### config.mk
export PLATFORM = sky130hd
export DESIGN_NAME = run_sequencer
export DESIGN_NICKNAME = d
export VERILOG_FILES = /design/src/rtl/run_sequencer.sv
export SDC_FILE = /design/constraint.sdc
export NUM_CORES = 1
export LEC_CHECK = 0
export ABC_AREA = 1
export BUFFER_PORTS_ARGS = -buffer_cell sky130_fd_sc_hd__buf_2
export CAP_MARGIN = 20
export CORE_UTILIZATION = 45
export DETAILED_ROUTE_END_ITERATION = 10
export PLACE_DENSITY = 0.88
export SLEW_MARGIN = 20
export SYNTH_ARGS = -nofsm -noshare
export SYNTH_HDL_FRONTEND = slang
export SYNTH_SLANG_ARGS = --single-unit
### constraint.sdc
create_clock -name Clk -period 3.1 [get_ports Clk]
set_clock_uncertainty 0.15 [all_clocks]
set_input_delay 0.775 -clock Clk [delete_from_list [all_inputs] [get_ports Clk]]
set_output_delay 0.775 -clock Clk [all_outputs]
set_load 0.02 [all_outputs]
### src/rtl/run_sequencer.sv
// Run controller for the 9-bit processor: sequences host start, core reset pulse,
// run and halt/watchdog, owns the data-memory port and counts executed cycles.
module run_sequencer #(
   parameter int          AW     = 8,
   parameter int          DW     = 8,
   parameter logic [15:0] MAXCYC = 16'hFFFF
) (
   input  logic          Clk,
   input  logic          Reset,
   input  logic          Start,
   input  logic          Halt,
   output logic          CoreRst,
   output logic          CoreEn,
   input  logic          HostReq,
   input  logic          HostWe,
   input  logic [AW-1:0] HostAddr,
   input  logic [DW-1:0] HostWData,
   output logic          HostGnt,
   input  logic          CoreWe,
   input  logic [AW-1:0] CoreAddr,
   input  logic [DW-1:0] CoreWData,
   output logic          MemWe,
   output logic [AW-1:0] MemAddr,
   output logic [DW-1:0] MemWData,
   output logic [15:0]   CycleCt,
   output logic          Done,
   output logic          Timeout
);

   typedef enum logic [1:0] {IDLE, RST, RUN, DONE} stateT;

   stateT       state, nextState;
   logic        startQ;
   logic        startEdge;
   logic        rstCnt;
   logic        timeoutQ;
   logic [15:0] cycleCt;
   logic        atLimit;

   assign startEdge = Start & ~startQ;
   assign atLimit   = (cycleCt == MAXCYC);
   assign CycleCt   = cycleCt;
   assign Timeout   = timeoutQ;

   // State register plus the run bookkeeping; Halt takes priority over the watchdog.
   always_ff @(posedge Clk or negedge Reset) begin
      if (!Reset) begin
         state    <= IDLE;
         startQ   <= 1'b0;
         rstCnt   <= 1'b0;
         timeoutQ <= 1'b0;
         cycleCt  <= 16'd0;
      end else begin
         state  <= nextState;
         startQ <= Start;
         case (state)
            IDLE, DONE: begin
               if (startEdge) begin
                  rstCnt   <= 1'b0;
                  cycleCt  <= 16'd0;
                  timeoutQ <= 1'b0;
               end
            end
            RST: rstCnt <= 1'b1;
            RUN: begin
               if (Halt) begin
                  timeoutQ <= 1'b0;
               end else if (atLimit) begin
                  timeoutQ <= 1'b1;
               end else begin
                  cycleCt <= cycleCt + 16'd1;
               end
            end
            default: ;
         endcase
      end
   end

   always_comb begin
      nextState = state;
      case (state)
         IDLE:    if (startEdge) nextState = RST;
         RST:     if (rstCnt) nextState = RUN;
         RUN:     if (Halt || atLimit) nextState = DONE;
         DONE:    if (startEdge) nextState = RST;
         default: nextState = IDLE;
      endcase
   end

   // Core control and port arbitration: the host owns memory only while no run is active.
   always_comb begin
      CoreRst  = 1'b0;
      CoreEn   = 1'b0;
      Done     = 1'b0;
      HostGnt  = 1'b0;
      MemWe    = 1'b0;
      MemAddr  = CoreAddr;
      MemWData = CoreWData;
      case (state)
         IDLE, DONE: begin
            CoreRst  = (state == IDLE);
            Done     = (state == DONE);
            HostGnt  = HostReq;
            MemWe    = HostReq & HostWe;
            MemAddr  = HostAddr;
            MemWData = HostWData;
         end
         RST: CoreRst = 1'b1;
         RUN: begin
            CoreEn = 1'b1;
            MemWe  = CoreWe;
         end
         default: ;
      endcase
   end

endmodule

==> results.json <==
{
  "p_int_uw": 712.8,
  "dieHeight_um": 61.89,
  "grt_overflow": 0,
  "grt_use_total_pct": 23.05,
  "placed_area_mm2": 0.002021,
  "antenna_found_initial": 0,
  "cp-end-kind": "primary output",
  "nets": 373,
  "power.switching_uw": 957.3,
  "finalHoldWorstSlack_ns": 0.2473,
  "die_x_um": 61.89,
  "cp_max_fo": 16,
  "worstPathRequired_ns": 2.17,
  "io_pins": 77,
  "status": "completed",
  "cts_setup_buffers": 0,
  "ctsResizeCount": 0,
  "layout_common_cells": "nand2_1, buf_2, nor2_1",
  "setup_viol": 0,
  "cts_root_buf": "clkbuf_4",
  "syn2layout_area_growth_pct": 26.82,
  "rsz0062_at_grt": "no",
  "pwr-share-comb_pct": 71.9,
  "ys_seq_area_share_pct": 32.56,
  "pwr_density_cell_mw_per_mm2": 815.9,
  "drt_pass1_iterations": 4,
  "netlist_area_mm2": 0.001614,
  "synthCells": 252,
  "crit_type": "register to primary output",
  "final_area_mm2": 0.002047,
  "final.setup.tns_ns": 0,
  "drt-vias-per-instance": 4.853,
  "wl_per_cell_um": 10.62,
  "hpwl_mm": 3.199,
  "clock_path_buffers": 2,
  "final_common_cell": "nand2_1",
  "pwr-share-seq_pct": 19.9,
  "synth_warnings": 0,
  "hp-class": "input port to async pin",
  "finalCriticalPeriod_ns": 2.838,
  "grt_pass1_vias": 1677,
  "rows": 21,
  "core_mm2": 0.003390,
  "maxSlewHeadroom_pct": 68.76,
  "clock_power_share_pct": 8.1,
  "clkLatencyLatePin_ns": 0.31,
  "fillers": 321,
  "maxCapViolations": 0,
  "drc": 0,
  "grt_max_degree": 29,
  "start_util_pct": 47.62,
  "arrival_ns": 1.91,
  "port_buffers": 76,
  "finalHoldViolCount": 0,
  "cts_sinks": 21,
  "drt_iter0_drc": 78,
  "cts_tree": "yes",
  "drive_gt1_share_pct": 29.66,
  "critPathLaunchType": "register",
  "yosysUniqueCellTypes": 27,
  "post-route-period-util_pct": 91.55,
  "synth_seq_cells": 21,
  "die-area_mm2": 0.003830,
  "gp_congestion": 0.8562,
  "grt_pass1_wl_mm": 6.575,
  "num_vias": 1810,
  "sw_frac_of_total_pct": 57.32,
  "syn_area_per_cell_um2": 6.405,
  "drv_slew": 0,
  "antenna_cells": 0,
  "syn_nets": 297,
  "h-tree-depth": 1,
  "leakage_uw": 0.001169,
  "ir_worst_vdd_v": 0.0006424,
  "cts_hold_buffers": 0,
  "worst_pin_slew_ns": 0.4686,
  "routed_wl_mm": 3.960,
  "cts_buffers": 3,
  "fin_util_pct": 60.39,
  "ant_nets": 0,
  "clkTransAtPathRegs_ns": 0.13,
  "clock.fmax_mhz": 352.4
}
## final timing paths
check | end | slack, ns | cells past startpoint | start
hold reg to reg | Timeout$_DFFE_PN0P_ | 0.34 | 2 | Timeout$_DFFE_PN0P_
setup reg to reg | CycleCt[6]$_DFFE_PN0P_ | 1.08 | 6 | state[0]$_DFFE_PN0P_
min in group Clk | Timeout$_DFFE_PN0P_ | 0.34 | 2 | Timeout$_DFFE_PN0P_
max in group asynchronous | rstCnt$_DFFE_PN0P_ | 2.22 | 1 | Reset
hold / removal | CycleCt[2]$_DFFE_PN0P_ | 0.25 | 1 | Reset
setup / recovery | MemWData[3] | 0.26 | 6 | state[0]$_DFFE_PN0P_
## power groups by stage
| stage | registers (µW) | clock network (µW) | logic [µW] |
|---|---|---|---|
| 3_5_place_dp | 338 | 0 | 1210 |
| 6_report | 333 | 136 | 1200 |
| 3_3_place_gp | 336 | 0 | 1190 |
| 2_1_floorplan | 344 | 0 | 906 |
| 4_1_cts | 332 | 141 | 1210 |
| 5_1_grt | 337 | 151 | 1340 |
## metal layers
layer,share of wire [%],global-route usage [%]
met2,53,46.70
met1,41,24.08
met4,0.43,6.984
met3,5.5,3.313
met5,0,0
## cells by family after synthesis
kind of cell    synth area share, %
simple gates                  45.97
buf+inv                       7.984
flops                         32.56
compound gates                7.209
xor+xnor                      1.628
fa+ha+maj                     4.651
## synth_stat cells
cell type | n | area [µm²]
nand2_2 | 2 | 12.51
inv_2 | 1 | 3.750
nand2_1 | 116 | 435.4
buf_8 | 1 | 15.01
nand3_2 | 2 | 20.02
o211ai_1 | 1 | 7.510
xor2_1 | 3 | 26.28
clkbuf_1 | 3 | 11.26
nand3_4 | 1 | 17.52
a21oi_1 | 4 | 20.02
buf_6 | 1 | 11.26
nor3_1 | 1 | 5.000
o21ai_1 | 2 | 10.01
buf_1 | 1 | 3.750
nor2_1 | 23 | 86.33
or2_2 | 2 | 12.51
o21ai_0 | 4 | 20.02
dfrtp_1 | 21 | 525.5
buf_2 | 1 | 5.000
o21ai_2 | 5 | 43.79
nor2_2 | 2 | 12.51
nand4_1 | 3 | 18.77
ha_1 | 6 | 75.07
nor2_4 | 1 | 11.26
o21bai_1 | 2 | 15.01
inv_1 | 21 | 78.83
nand3_1 | 22 | 110.1
## per-stage QoR
step / power [µW] / cells / setup WS [ns]
after CTS: 1686 / 373 / 0.2517
after global routing: 1824 / 373 / 0.09209
final: 1670 / 373 / 0.2620
after detailed placement: 1545 / 369 / 0.6154
after floorplan: 1250 / 252 / 0.4307
after global placement: 1524 / 369 / 0.6665
## worst max-delay path, stage by stage (launching register included)
cell,delay (ns)
dfrtp_1,0.44
inv_1,0.08
ha_1,0.36
inv_1,0.35
nand2_1,0.09
nand2_1,0.11
buf_2,0.17
## area by class of cell
class / count / area, µm² / share of cell area, %
Clock buffer: 4 / 26.28 / 1.284
Inverter: 22 / 82.58 / 4.034
Multi-Input combinational cell: 202 / 959.7 / 46.88
Sequential cell: 21 / 525.5 / 25.67
Tap cell: 46 / 57.56 / 2.812
Timing Repair Buffer: 78 / 395.4 / 19.32
## state kept, by name, indices dropped and copies added (netlist names)
register  flops
CycleCt      16
state         2
Timeout       1
rstCnt        1
startQ        1
No activity file was read; power rests on OpenSTA's default activity.
